File: config.mk
export PLATFORM = sky130hd
export DESIGN_NAME = mod3_serial_encoder
export DESIGN_NICKNAME = d
export VERILOG_FILES = /design/src/rtl/mod3_serial_encoder.sv
export SDC_FILE = /design/constraint.sdc
export NUM_CORES = 1
export LEC_CHECK = 0
export BUFFER_PORTS_ARGS = -buffer_cell sky130_fd_sc_hd__buf_2
export CAP_MARGIN = 10
export CORE_UTILIZATION = 48
export DETAILED_ROUTE_END_ITERATION = 12
export GPL_TIMING_DRIVEN = 0
export PLACE_DENSITY = 0.73
export SYNTH_ARGS = -nofsm -noshare
export SYNTH_HDL_FRONTEND = slang
export SYNTH_SLANG_ARGS = --single-unit
export TNS_END_PERCENT = 10
File: constraint.sdc
create_clock -name clk -period 1.5 [get_ports clk]
set_input_delay 0.075 -clock clk [delete_from_list [all_inputs] [get_ports clk]]
set_output_delay 0.075 -clock clk [all_outputs]
set_load 0.03 [all_outputs]
File: src/rtl/mod3_serial_encoder.sv
// rtl/mod3_serial_encoder.sv - Serializes a payload word MSB-first and appends 2 check bits
// The appended bits make the whole codeword a multiple of 3.
module mod3_serial_encoder #(
  parameter int DATA_W = 8
) (
  input  logic              clk,
  input  logic              rst,
  input  logic [DATA_W-1:0] in_data,
  input  logic              in_valid,
  output logic              in_ready,
  output logic              ser_out,
  output logic              ser_valid,
  output logic              ser_first,
  output logic              ser_last,
  output logic              busy
);

  localparam int CNT_W = $clog2(DATA_W + 1);

  typedef enum logic [1:0] {IDLE, DATA, CHK1, CHK0} state_t;

  state_t            state, state_n;
  logic [DATA_W-1:0] shreg, shreg_n;
  logic [CNT_W-1:0]  cnt, cnt_n;
  logic [1:0]        res, res_n;
  logic              ser_out_n, ser_valid_n, ser_first_n, ser_last_n;
  logic              accept;

  // Residue after shifting in one more bit: (2*r + b) mod 3.
  function automatic logic [1:0] res_step(input logic [1:0] r, input logic b);
    case (r)
      2'd0:    res_step = {1'b0, b};
      2'd1:    res_step = b ? 2'd0 : 2'd2;
      default: res_step = b ? 2'd2 : 2'd1;
    endcase
  endfunction

  assign in_ready = !rst && (state == IDLE || state == CHK0);
  assign accept   = in_valid && in_ready;

  always_comb begin
    state_n     = state;
    shreg_n     = shreg;
    cnt_n       = cnt;
    res_n       = res;
    ser_out_n   = 1'b0;
    ser_valid_n = 1'b0;
    ser_first_n = 1'b0;
    ser_last_n  = 1'b0;
    case (state)
      IDLE, CHK0: begin
        if (accept) begin
          state_n     = DATA;
          ser_out_n   = in_data[DATA_W-1];
          ser_valid_n = 1'b1;
          ser_first_n = 1'b1;
          shreg_n     = in_data << 1;
          res_n       = res_step(2'd0, in_data[DATA_W-1]);
          cnt_n       = CNT_W'(1);
        end else begin
          state_n = IDLE;
        end
      end
      DATA: begin
        ser_valid_n = 1'b1;
        if (cnt == CNT_W'(DATA_W)) begin
          // c[1] is set only when the final residue is 1
          state_n   = CHK1;
          ser_out_n = (res == 2'd1);
        end else begin
          ser_out_n = shreg[DATA_W-1];
          shreg_n   = shreg << 1;
          res_n     = res_step(res, shreg[DATA_W-1]);
          cnt_n     = cnt + 1'b1;
        end
      end
      CHK1: begin
        state_n     = CHK0;
        ser_valid_n = 1'b1;
        ser_last_n  = 1'b1;
        ser_out_n   = (res == 2'd2);
      end
    endcase
  end

  always_ff @(posedge clk) begin
    if (rst) begin
      state     <= IDLE;
      shreg     <= '0;
      cnt       <= '0;
      res       <= 2'd0;
      ser_out   <= 1'b0;
      ser_valid <= 1'b0;
      ser_first <= 1'b0;
      ser_last  <= 1'b0;
      busy      <= 1'b0;
    end else begin
      state     <= state_n;
      shreg     <= shreg_n;
      cnt       <= cnt_n;
      res       <= res_n;
      ser_out   <= ser_out_n;
      ser_valid <= ser_valid_n;
      ser_first <= ser_first_n;
      ser_last  <= ser_last_n;
      busy      <= ser_valid_n;
    end
  end

endmodule

# Word-level counts from Yosys, hierarchy flattened
# Cells that the tools add are included.
# classes
addsub,1
eq_ne,9
muxes,21
n_bitwise,1
reduce_logical,11
# op_table
operator,n
8-bit 2-to-1 mux,2
8-bit one-hot mux with 2 select lines,1
2-bit 2-to-1 mux,5
4-bit 2-to-1 mux,2
2-bit one-hot mux with 2 select lines,2
4-bit one-hot mux with 2 select lines,1
"2-bit == test, second input constant",3
"2-bit != test, second input constant",3
2-bit one-hot mux with 3 select lines,1
2-bit OR reduction,3
1-bit 2-to-1 mux,5
"4-bit by 1-bit adder with 4-bit output, second input constant",1
"2-bit by 1-bit == test with 1-bit output, second input constant",2
"4-bit == test, second input constant",1
2-bit logical NOT,2
1-bit one-hot mux with 3 select lines,1
3-bit AND reduction,1
1-bit logical AND,2
1-bit one-hot mux with 2 select lines,1
2-bit nonzero test,1
1-bit logical NOT,1
1-bit logical OR,1
1-bit inverter,1
# totals
ff_bits,20
inputBits,11
output_inout_bits,6
word_cells,51

# Logic depth before layout (Yosys ltp)
# Gate-level depths: netlist of run 1.
# depth
depth_word,6
mapped_depth,7
ltp_nobuf,6

# Least setup slack after synthesis of run 1
# OpenSTA, ideal clock, no wires.
# synth_timing
path_kind,reg-to-reg
from,register cnt[0]
to,register cnt[2]
setup_ns,0.117
arrival_ns,1.504
required_ns,1.383
path_slack_ns,-0.121
stages_incl_launch_ff,8
path_buffers,1
period_less_slack_ns,1.621
path_cell_list,dfxtp_1 > inv_1 > ha_1 > and4b_4 > a211oi_4 > buf_6 > o21ai_2 > a32o_1
# synth_via
elab_chain_cells,3
elab_cells_between_ends,6
cone_classes,add/sub (1); eq/ne (2); mux (2); reduce/logical (1)
# synth_rtl
item,line_no,source
from (decl),24,"logic [CNT_W-1:0] cnt, cnt_n;"
from (signal assigned),100,cnt <= cnt_n;
4-bit by 1-bit adder with 4-bit output / 4-bit == test (equally long branches),"74, 66",
4-bit 2-to-1 mux / 2-bit != test (equally long branches),-,
4-bit one-hot mux with 2 select lines / 3-bit AND reduction (equally long branches),-,
# Parallel ways exist; a longest one is shown, timed or not. The select of a mux whose other input is x is not followed.
# A chain may end at the register's enable or synchronous reset.

# Worst setup path after layout of run 1
# layout_timing
from,register state[0]
to,register cnt[2]
# layout_via
elab_chain_cells,6
elab_cells_between_ends,12
cone_classes,eq/ne (4); mux (1); reduce/logical (7)
# layout_rtl
item,line_no,source
from (decl),22,"state_t state, state_n;"
from (signal assigned),98,state <= state_n;
2-bit == test / 2-bit logical NOT (equally long branches),"38, 50",
1-bit logical OR,38,assign in_ready = !rst && (state == IDLE || state == CHK0);
1-bit logical AND,38,
1-bit logical AND,39,assign accept = in_valid && in_ready;
2-bit != test (no source line),-,
3-bit AND reduction (no source line),-,
# Parallel ways exist; a longest one is shown, timed or not.

==> results list, run 1 <==
* Setup Total Neg Slack: -0.716 ns
- Post-DP Area: 1110 sq um
* Cell count after synthesis: 103
- Of the total synthesized cell area, the portion taken by full adders, half adders and majority gates is 0.0522.
* Dominant combinational cell family by area after synthesis: compound AO/OA/AOI/OAI gates
* Fraction of layout instances using a drive strength above 1: 0.367
- The die is 46.7 microns wide.
* Share of synthesized area spent on multiplexers: 0.0627
- Arr. time, crit path: 1.83 ns
- The analysis attributes to cell leakage a power of 0.469 nW.
* Drt initial violations: 15
* Share of the clock period used by the worst path after layout: 1.09
- First-pass GRT wire length: 3.23 mm
- In this run the number of H-tree levels came out at 1.
- For this run, the total global-route usage over all layers was measured as 0.214.
- FF+latch area: 393 sq um
- Reg-to-reg startpoint: state[0]
- The total count of hold-check failures in the final report came to 0.
* Predominant post-synthesis flop cell: sky130_fd_sc_hd__dfxtp_1
* Initial antenna violation count: 0
- For this run, the number of Yosys warnings is 0.
* Worst-case clock buffer depth: 2
* Number of design rule violations left after detail routing: 0
- Area of the mapped netlist: 958 sq um
- Of the total synthesized cell area, the portion taken by XOR and XNOR cells is 0.
- CP Buf/Inv Count: 2
- Simple logic cell fraction of the synthesized area: 0.184
* Min-delay worst type: in -> reg
- Among all stages on the critical path, the largest delay is contributed by sky130_fd_sc_hd__dfxtp_4.
* Category of the worst setup path capture point: flip-flop
- Actual transition at the worst max-transition pin: 0.484 ns
- Average instance area after synthesis: 9.31 sq um
- Clock-pin slew was measured on the worst setup and hold paths at 0.10 ns.
- The share of the synthesized area in compound gates (AO/OA/AOI/OAI) was 0.221.
- Dividing the detail-routed via count by the number of cells gives 5.45.
- Via count of the routed design: 834
* CTS tree: done
- Buffers inserted during clock tree synthesis total 3.
- The synthesized design contains 19 register bits.
* Fillers: 155
- The number of different library cells used by synthesis comes to 35.
- The run finished, with violations left.
- The initial utilization of the core area, before any placement, comes to 0.532.
* Diode count: 0
* # nets final: 144
* Fraction of the yosys area taken by sequential cells: 0.397
* GP Congestion: 0.767
* Number of flops mapped to enable cells by yosys: 0
- Most frequent cells in the layout: 15 x sky130_fd_sc_hd__dfxtp_1, 15 x sky130_fd_sc_hd__buf_2, 11 x sky130_fd_sc_hd__nor2_1
- Area taken by multi-input logic gates: 547 sq um
- Number of cells on the worst reg-to-reg path: 7
- Type of element launching the critical path: flip-flop
* Final routed wire length divided by cell count: 13.1 microns
- CP peak stage delay: 0.40 ns
- The finished cells cover 1210 sq um.
- Number of global-route vias before repair: 748
- Measured against its own limit, the worst slew margin works out to 0.678.
* Count of antenna-violating nets left after detailed routing: 0
- Die area: 2180 sq um
- The max-slew violation count was 0.
* RSZ-0062 raised after global routing: yes
- Final critical path time including I/O delays and setup: 1.63 ns
- Of all nets on the critical path, the largest fanout is 5.
- Clk_lat worst skew: 0.30 ns
* Critical-path cell list: inv_4 -> ha_4 -> nor2_4 -> a211oi_4 -> buf_6 -> o21ai_2 -> a32o_1
- Relative to the synthesized area, the layout overhead comes to 26.1%.
- Highest clock frequency the design can meet: 613 MHz
- Synthesis produced a netlist with a net count of 118.
- Overall die height: 46.7 microns
- Max-cap violations in this run came to 0.
- Critical Setup Path Class: reg -> reg
- The wire-length estimate of the detail-placed layout is 1.45 mm.
- Depth of the worst hold-timing path: 3
- Top-Level Pins: 17
- Dividing total power by cell area gives a power density of 2200 nW/um^2.
- The count of buffers added on input and output ports is 16.
* Number of cell rows: 15
- Leftover overflow at the end of global routing: 0
- Total wirelength of the detailed-routed design: 2.00 mm
- Pre-antenna DRT Iters: 4
- Across all setup checks in the final design, the least slack found is -0.133 ns.
- The checks that failed: setup timing.
- The startpoint identified for the worst hold timing path is in_data[0].
- The region available for standard cell placement spans 1800 sq um.
- Dominant delay contributor by cell family on the critical path: compound AO/OA/AOI/OAI gates
* Share of flip-flops with an asynchronous set or reset after synthesis: 0
- Data required time at the worst endpoint: 1.70 ns
* Final number of setup-violating endpoints: 12
* Clock tree root driver cell: sky130_fd_sc_hd__clkbuf_4
- Clock Sinks: 19
- The worst register-to-register path ends at cnt[2].
- Terminating pin of the worst hold path: shreg[1]
- Worst IR Drop VDD: 1.21 mV
- Setup slack on the worst flop-to-flop path: -0.13 ns
* Maximum number of pins on one net before global-route repair: 11
- Clock skew after layout: 0.00986 ns
[sequential cells by signal (all words and copies together), names as in the netlist]
name	count
busy	1
ser_last	1
res	2
shreg	7
ser_out	1
cnt	4
ser_first	1
state	2
[worst min-delay path: cells and delay by family]
family | cells | cell delay, ns
buffers and inverters | 1 | 0.10
and+or+nand+nor | 1 | 0.07
AOI/OAI and AO/OA | 1 | 0.05
[report_power, final]
group          switching (mW)  total [mW]  internal (mW)
clock                   0.159       0.263          0.104
combinational           0.857        1.60          0.745
sequential              0.110       0.788          0.678
[synthesized netlist by cell type (all sizes together), types with 2 or more instances]
master | n | area [sq um]
a311oi | 2 | 17.5
nor2 | 12 | 45.0
nand2b | 4 | 25.0
a21oi | 5 | 25.0
a31oi | 2 | 12.5
o21ai | 2 | 13.8
buf | 6 | 50.0
nor2b | 3 | 18.8
nand2 | 4 | 15.0
ha | 4 | 50.1
inv | 7 | 26.3
dfxtp | 19 | 380
nand3 | 3 | 15.0
mux2i | 6 | 60.1
a211oi | 10 | 92.6
[per-layer routing]
layer | track usage | share of wire | vias to the layer above
met4 | 0.103 | 0.019 | 0
met5 | 0 | 0 | -
met2 | 0.344 | 0.48 | 14
met1 | 0.275 | 0.46 | 392
li1 | - | - | 423
met3 | 0.0353 | 0.032 | 5
[timing repair]
action | in CTS | in global routing
hold buffers | 1 | 0
endpoints found under the setup margin | 14 | 16
pin swaps | 6 | 1
resized for setup | 7 | 5
buffers inserted | 3 | 0
hold endpoints to repair | 1 | 0
gates cloned | 1 | 0
[cell type report]
class | instances | area share
timing repair buffer | 21 | 0.101
buffer | 7 | 0.0497
multi-input combinational | 70 | 0.452
sequential | 19 | 0.325
tap | 25 | 0.0259
inverter | 7 | 0.0238
clock buffer | 4 | 0.0217
[kinds of logic after synthesis]
group,after synthesis
AOI/OAI and AO/OA,27
DFF,19
and+or+nand+nor,33
muxes,6
adders and majority gates,4
buffers and inverters,14
[per-stage QoR]
| step | hold slack (ns) | utilization | power, mW | std cells | setup slack, ns |
|---|---|---|---|---|---|
| final | 0.0453 | 0.671 | 2.65 | 153 | -0.133 |
| after floorplan | 0.159 | - | 1.95 | 103 | -0.0135 |
| after global routing | 0.0363 | 0.671 | 2.84 | 153 | -0.189 |
| after global placement | 0.308 | 0.615 | 2.19 | 144 | -0.0950 |
| after detailed placement | 0.310 | 0.615 | 2.23 | 144 | -0.143 |
| after CTS | 0.0484 | 0.660 | 2.60 | 153 | -0.163 |
[worst max-delay path by stage]
| stage | slack (ns) | endpoint | start | cells after the start |
|---|---|---|---|---|
| 6_report | -0.13 | cnt[2] | state[0] | 7 |
| 4_1_cts | -0.16 | cnt[2] | state[1] | 7 |
| 3_3_place_gp | -0.1 | cnt[2] | state[1] | 7 |
| 2_1_floorplan | -0.01 | cnt[2] | state[0] | 7 |
| 3_5_place_dp | -0.14 | cnt[2] | cnt[1] | 7 |
| 5_1_grt | -0.19 | cnt[2] | state[0] | 7 |
No activity file was read; power rests on OpenSTA's default activity.
==> run 2: changes to the inputs <==
--- a/config.mk
+++ b/config.mk
@@ -7,10 +7,11 @@
 export LEC_CHECK = 0
 export BUFFER_PORTS_ARGS = -buffer_cell sky130_fd_sc_hd__buf_2
 export CAP_MARGIN = 10
+export CORE_ASPECT_RATIO = 1.5
 export CORE_UTILIZATION = 48
 export DETAILED_ROUTE_END_ITERATION = 12
 export GPL_TIMING_DRIVEN = 0
-export PLACE_DENSITY = 0.73
+export PLACE_DENSITY_LB_ADDON = 0.05
 export SYNTH_ARGS = -nofsm -noshare
 export SYNTH_HDL_FRONTEND = slang
 export SYNTH_SLANG_ARGS = --single-unit
==> results list, run 2 (synthesized netlist as in run 1, its figures left out) <==
* Run status: finished with violations
- The final reports fail on setup timing.
- Die area: 2180 sq um (+0.16%)
* Registers with the highest flip-flop counts: shreg (7), cnt (4)
- The number of placement rows was 19 (+4).
* Clock skew after layout: 0.00390 ns (-0.00595 ns)
- TritonCTS built the clock tree.
* Actual transition at the worst max-transition pin: 0.512 ns (+0.0288 ns)
* First-pass GRT wire length: 3.26 mm (+1.1%)
- Initial antenna violation count: 0 (unchanged)
- The routed wire length came to 2.01 mm (+0.60%).
- Worst-path maximum fanout: 10 (+5)
- Port buffer count: 16 (unchanged)
- Standard cell core area: 1850 sq um (+2.9%)
- The die boundary height came to 56.7 microns (+22%).
- The sum of overflow across all layers after global routing was 0 (unchanged).
- The total count of hold-check failures in the final report was 0 (unchanged).
- Final critical path time including I/O delays and setup: 1.59 ns (-0.0403 ns)
- The max capacitance violation total came to 0 (unchanged).
- Clock Sinks: 19 (unchanged)
- Grouping stages by cell kind, the critical path spends the most delay in compound AO/OA/AOI/OAI gates.
- The net count of the finished layout is 141 (-2.1%).
- Setup Total Neg Slack: -0.385 ns (+0.331 ns)
- The number of vias after detailed routing is 823 (-1.3%).
- The worst endpoint required time was 1.72 ns (+0.02 ns).
* Critical-path cell list: inv_2 -> ha_2 -> and4b_4 -> a211oi_4 -> buf_6 -> o21ai_2 -> a32o_1
- Number of slew-limit violations in the final report: 0 (unchanged)
- Final standard cell area without fillers: 1180 sq um (-2.7%)
- The tightest slew margin relative to the limit is 0.658 (-0.0192).
- The total setup violations reported at the end of the flow was 8 (-4).
* Number of flip-flops under the largest register name: 7 (unchanged)
* Number of clock buffers inserted by TritonCTS: 3 (unchanged)
* Total power of the final layout: 2.57 mW (-3.0%)
* Clock-pin slew reported for the worst setup and hold paths after clock tree synthesis: 0.10 ns (about the same)
* Worst IR Drop VDD: 1.26 mV (+4.1%)
- The period utilization is 1.06 (-0.0269).
- The setup slack on the worst flop-to-flop path came to -0.09 ns (+0.04 ns).
* Critical Setup Path Class: reg -> reg
* Fraction of layout instances using a drive strength above 1: 0.352 (-0.0152)
- Worst-case clock buffer depth: 2 (unchanged)
- Die width: 38.5 microns (-18%)
- Number of global-route vias before repair: 763 (+2.0%)
- GP Congestion: 0.785 (+2.5%)
- The stage delay of the slowest cell on the critical path came to 0.38 ns (-0.02 ns).
* Number of cells on the worst reg-to-reg path: 7 (unchanged)
- The area occupied by registers was 390 sq um (-0.64%).
- The placed wire-length estimate after detailed placement is 1.39 mm (-4.5%).
* RSZ-0062 raised after global routing: yes
- Total power per unit cell area: 2190 nW/um^2 (-0.32%)
- The starting density of the core is 0.517 (-0.0151).
- The tightest min-delay check is of the in -> reg type.
- Among all stages on the critical path, the largest delay is contributed by sky130_fd_sc_hd__dfxtp_4.
- Top reg by flops: shreg
- The highest attainable clock frequency came to 628 MHz (+2.5%).
- Compared with the post-synthesis result, the final layout area differs by 22.7%.
- The endpoint identified for the worst register-to-register timing path is cnt[2].
- Top-Level Pins: 17 (unchanged)
- Number of design rule violations left after detail routing: 0 (unchanged)
- The number of fill cells was 171 (+10%).
* Most frequent cells in the layout: 15 x sky130_fd_sc_hd__dfxtp_1, 15 x sky130_fd_sc_hd__buf_2, 11 x sky130_fd_sc_hd__nor2_1
- The count of routing violations after the opening detailed-route iteration came to 25 (+10).
* Reg-to-reg startpoint: cnt[0]
- Critical Path End: cnt[2]
* Leakage: 0.448 nW (-4.6%)
* Post-DR vias/cell: 5.64 (+3.4%)
* Setup slack after layout: -0.0923 ns (+0.0403 ns)
* Count of antenna-violating nets left after detailed routing: 0 (unchanged)
- The pin count of the biggest net entering global routing was 11 (unchanged).
- The worst setup path is launched from a flip-flop.
- The clock latency reported for the late side of the worst-skew pair was 0.31 ns (about the same).
* CP Buf/Inv Count: 2 (unchanged)
- The global routing usage summed across all routing layers was 0.212 (-0.00219).
- Tracing the worst setup path back leads to its startpoint at cnt[0].
- Count of H-tree levels built during CTS: 1 (unchanged)
* Post-DP Area: 1100 sq um (-0.45%)
- CTS placed an instance of sky130_fd_sc_hd__clkbuf_4 at the clock tree root.
- The number of logic stages on the critical path including buffering came to 7 (unchanged).
* Final routed wire length divided by cell count: 13.8 microns (+5.4%)
* Category of the worst setup path capture point: flip-flop
- The total iterations of the first detailed-routing run was 4 (unchanged).
* Area taken by multi-input logic gates: 543 sq um (-0.69%)
- The count of antenna diodes in the layout is 0 (unchanged).
- Arr. time, crit path: 1.81 ns (-0.02 ns)
-- run 2: cell types whose count changed in the layout (fill, tap and decap cells not counted), sizes merged --
cell / previous run / this run
clkinvlp: 0 / 1
inv: 7 / 6
buf: 26 / 23
-- run 2: where the power goes --
part	total, mW	leakage, nW	switching, mW	internal [mW]
clock network	0.265	0.0150	0.161	0.104
registers	0.785	0.158	0.112	0.673
logic	1.52	0.275	0.825	0.699
total	2.57	0.448	1.10	1.48
-- run 2: layer usage --
layer	wire length (microns)	track usage
met5	0	0
met4	51	0.118
met3	58	0.0237
met2	1050	0.357
met1	853	0.244
-- run 2: worst min-delay path by stage --
| stage | startpoint | end | slack (ns) | cells past startpoint |
|---|---|---|---|---|
| floorplan | rst | ser_first | 0.16 | 1 |
| global placement | rst | ser_first | 0.31 | 2 |
| detailed placement | rst | ser_first | 0.31 | 2 |
| CTS | in_data[0] | shreg[1] | 0.03 | 3 |
| global route | in_data[0] | shreg[1] | 0.05 | 3 |
| finish | in_data[0] | shreg[1] | 0.03 | 3 |
-- run 2: area by class of cell --
| class | count | area share |
|---|---|---|
| timing repair buffer | 18 | 0.0851 |
| buffer | 7 | 0.0511 |
| multi-input combinational | 70 | 0.462 |
| clock buffer | 4 | 0.0223 |
| sequential | 19 | 0.332 |
| tap | 21 | 0.0223 |
| inverter | 7 | 0.0255 |
-- run 2: metrics by stage --
stage          std cells  hold WS (ns)  setup WS [ns]   util
2_1_floorplan        103         0.159        -0.0135      -
3_3_place_gp         140         0.310         -0.102  0.595
3_5_place_dp         140         0.313         -0.106  0.595
4_1_cts              146        0.0343         -0.101  0.631
5_1_grt              146        0.0476         -0.190  0.634
6_report             146        0.0330        -0.0923  0.634
-- run 2: timing repair --
item,in CTS,in global routing
buffers inserted,1,0
resized for setup,8,1
hold endpoints to repair,1,0
hold buffers,1,0
gates cloned,0,0
pin swaps,8,0
setup endpoints to repair,14,13
-- run 2: worst register-to-register path, cell delays in order, from the launching register on --
cell and delay, ns:
sky130_fd_sc_hd__dfxtp_4 0.38, sky130_fd_sc_hd__inv_2 0.03, sky130_fd_sc_hd__ha_2 0.18, sky130_fd_sc_hd__and4b_4 0.22, sky130_fd_sc_hd__a211oi_4 0.21, sky130_fd_sc_hd__buf_6 0.18
sky130_fd_sc_hd__o21ai_2 0.06, sky130_fd_sc_hd__a32o_1 0.23
==> run 3: changes to the inputs <==
--- a/config.mk
+++ b/config.mk
@@ -12,6 +12,7 @@
 export DETAILED_ROUTE_END_ITERATION = 12
 export GPL_TIMING_DRIVEN = 0
 export PLACE_DENSITY_LB_ADDON = 0.05
+export SKIP_LAST_GASP = 1
 export SYNTH_ARGS = -nofsm -noshare
 export SYNTH_HDL_FRONTEND = slang
 export SYNTH_SLANG_ARGS = --single-unit
==> results list, run 3 (synthesized netlist as in run 1, its figures left out) <==
* Area growth, synth to finish: 21.3%
- The max capacitance violation total is 0 (unchanged).
* R2r endpoint: cnt[2]
* Number of cells on the worst reg-to-reg path: 7 (unchanged)
- The final antenna-violating net count came to 0 (unchanged).
* Die area: 2180 sq um (unchanged)
* CTS tree: done
- The largest registers in the layout are shreg (7), cnt (4).
- Worst IR Drop VDD: 1.26 mV (about the same)
* Min-delay worst type: in -> reg
- Clock tree root driver cell: sky130_fd_sc_hd__clkbuf_4
- Post-detail-place hpwl: 1.39 mm (unchanged)
- Final Core Density: 0.627 (-0.00742)
- Top-Level Pins: 17 (unchanged)
- Setup repair after global routing could not meet its margin everywhere.
- Fillers: 173 (+1.2%)
- Final routed wire length divided by cell count: 13.7 microns (-0.20%)
* Post-DP Area: 1100 sq um (unchanged)
- The global routing usage summed across all routing layers is 0.212 (unchanged).
- # nets final: 141 (unchanged)
- Post-DR vias/cell: 5.66 (+0.49%)
- Maximum number of pins on one net before global-route repair: 11 (unchanged)
* Standard cell core area: 1850 sq um (unchanged)
- The power per standard cell area was 2190 nW/um^2 (about the same).
* Worst-path maximum fanout: 10 (unchanged)
- Data required time at the worst endpoint: 1.72 ns (about the same)
* Most frequent cells in the layout: 16 x sky130_fd_sc_hd__dfxtp_1, 15 x sky130_fd_sc_hd__buf_2, 11 x sky130_fd_sc_hd__nor2_1
* Pre-antenna DRT Iters: 5 (+1)
* Clock Sinks: 19 (unchanged)
* Critical Path Source: cnt[1]
- Following the worst setup path forward leads to its endpoint at cnt[2].
* Clock skew after layout: 0.00501 ns (+0.00111 ns)
- Overall die height: 56.7 microns (unchanged)
* Critical Setup Path Class: reg -> reg
- GP Congestion: 0.785 (unchanged)
- The static power due to leakage is 0.445 nW (-0.57%).
* Reg-to-reg startpoint: cnt[1]
- The run finished, with violations left.
* Final standard cell area without fillers: 1160 sq um (-1.2%)
* Type of element launching the critical path: flip-flop
- The clock latency reported for the late side of the worst-skew pair was 0.31 ns (about the same).
* Drt initial violations: 32 (+28%)
- The period utilization came to 1.07 (+0.0131).
- Category of the worst setup path capture point: flip-flop
- The total setup violations reported at the end of the flow came to 13 (+5).
* Count of H-tree levels built during CTS: 1 (unchanged)
- The starting density of the core came to 0.517 (unchanged).
- The die outline width is 38.5 microns (unchanged).
- The detailed-route DRC error count is 0 (unchanged).
* Worst-case clock buffer depth: 2 (unchanged)
- The count of antenna diodes in the layout was 0 (unchanged).
- Setup slack on the worst flop-to-flop path: -0.11 ns (-0.02 ns)
- The sum of overflow across all layers after global routing came to 0 (unchanged).
* Min-delay src: in_data[0]
- Total wirelength of the detailed-routed design: 2.01 mm (-0.20%)
- Initial antenna violation count: 0 (unchanged)
- Number of clock buffers inserted by TritonCTS: 3 (unchanged)
- The layout cell share with drive strength beyond 1 was 0.336 (-0.0160).
- Clock-pin slew reported for the worst setup and hold paths after clock tree synthesis: 0.11 ns (about the same)
- More flip-flops sit in one register than any other, and that register is shreg.
- The worst path arrival time was 1.83 ns (+0.02 ns).
* Final critical path time including I/O delays and setup: 1.61 ns (+0.0196 ns)
- The final reports fail on setup timing.
- The number of vias after detailed routing was 827 (+0.49%).
- The library cell used most frequently in the layout, excluding fill and tap cells, is sky130_fd_sc_hd__dfxtp_1.
* Highest clock frequency the design can meet: 620 MHz (-1.2%)
- Number of global-route vias before repair: 761 (-0.26%)
* Number of cell rows: 19 (unchanged)
- The number of flip-flops in the largest register came to 7 (unchanged).
- The max-slew violation count was 0 (unchanged).
- The number of buffers added on ports is 16 (unchanged).
* Actual transition at the worst max-transition pin: 0.499 ns (-0.0135 ns)
- The wire length of the first global-routing pass came to 3.28 mm (+0.43%).
- The total count of hold-check failures in the final report is 0 (unchanged).
- Max_slew headroom: 0.667 (+0.00897)
* Setup slack after layout: -0.112 ns (-0.0196 ns)
-- run 3: cell counts in the layout (fill, tap and decap cells not counted) --
No cell type changed its count.
-- run 3: repair_timing --
item,CTS,global route
endpoints found under the hold margin,1,0
setup buffers,1,0
hold buffers,1,0
pin swaps,0,1
gates resized for setup,5,0
setup endpoints to repair,14,14
-- run 3: power by group --
part | internal (mW) | switching, mW
clock network | 0.104 | 0.163
registers | 0.668 | 0.113
logic | 0.685 | 0.812
total | 1.46 | 1.09
-- run 3: through the flow --
step                setup slack (ns)  TNS, ns  hold WS [ns]  instances  power, mW
floorplan                    -0.0135  -0.0135         0.159        103       1.95
global placement              -0.102   -0.439         0.310        140       2.22
detailed placement            -0.106   -0.567         0.313        140       2.23
CTS                           -0.119   -0.920        0.0344        146       2.57
global route                  -0.210    -2.10        0.0518        146       2.73
finish                        -0.112   -0.775        0.0329        146       2.55
-- run 3: area by class of cell --
cell class | count | area [sq um] | share of cell area
multi-input cells | 70 | 537 | 0.462
flip-flops and latches | 19 | 387 | 0.333
plain buffers | 7 | 56.3 | 0.0484
well taps | 21 | 26.3 | 0.0226
inverters | 7 | 30.0 | 0.0258
repair buffers | 18 | 100 | 0.0861
clock buffers | 4 | 26.3 | 0.0226
-- run 3: worst max-delay path, stage by stage (launching register included) --
cell	delay, ns
sky130_fd_sc_hd__dfxtp_1	0.37
sky130_fd_sc_hd__inv_1	0.07
sky130_fd_sc_hd__ha_2	0.18
sky130_fd_sc_hd__and4b_4	0.22
sky130_fd_sc_hd__a211oi_4	0.21
sky130_fd_sc_hd__buf_6	0.18
sky130_fd_sc_hd__o21ai_2	0.06
sky130_fd_sc_hd__a32o_1	0.23
-- run 3: worst min path at each step --
stage	endpoint	slack [ns]	depth (start not counted)
after detailed placement	ser_first	0.31	2
after floorplan	ser_first	0.16	1
after CTS	shreg[1]	0.03	3
after global placement	ser_first	0.31	2
after global routing	shreg[1]	0.05	3
final	shreg[1]	0.03	3
-- run 3: metal layers --
metal / global-route usage / vias to the layer above / wire length, microns
li1: - / 415 / -
met1: 0.244 / 394 / 880
met2: 0.357 / 13 / 1030
met3: 0.0237 / 5 / 44
met4: 0.118 / 0 / 56
met5: 0 / - / 0
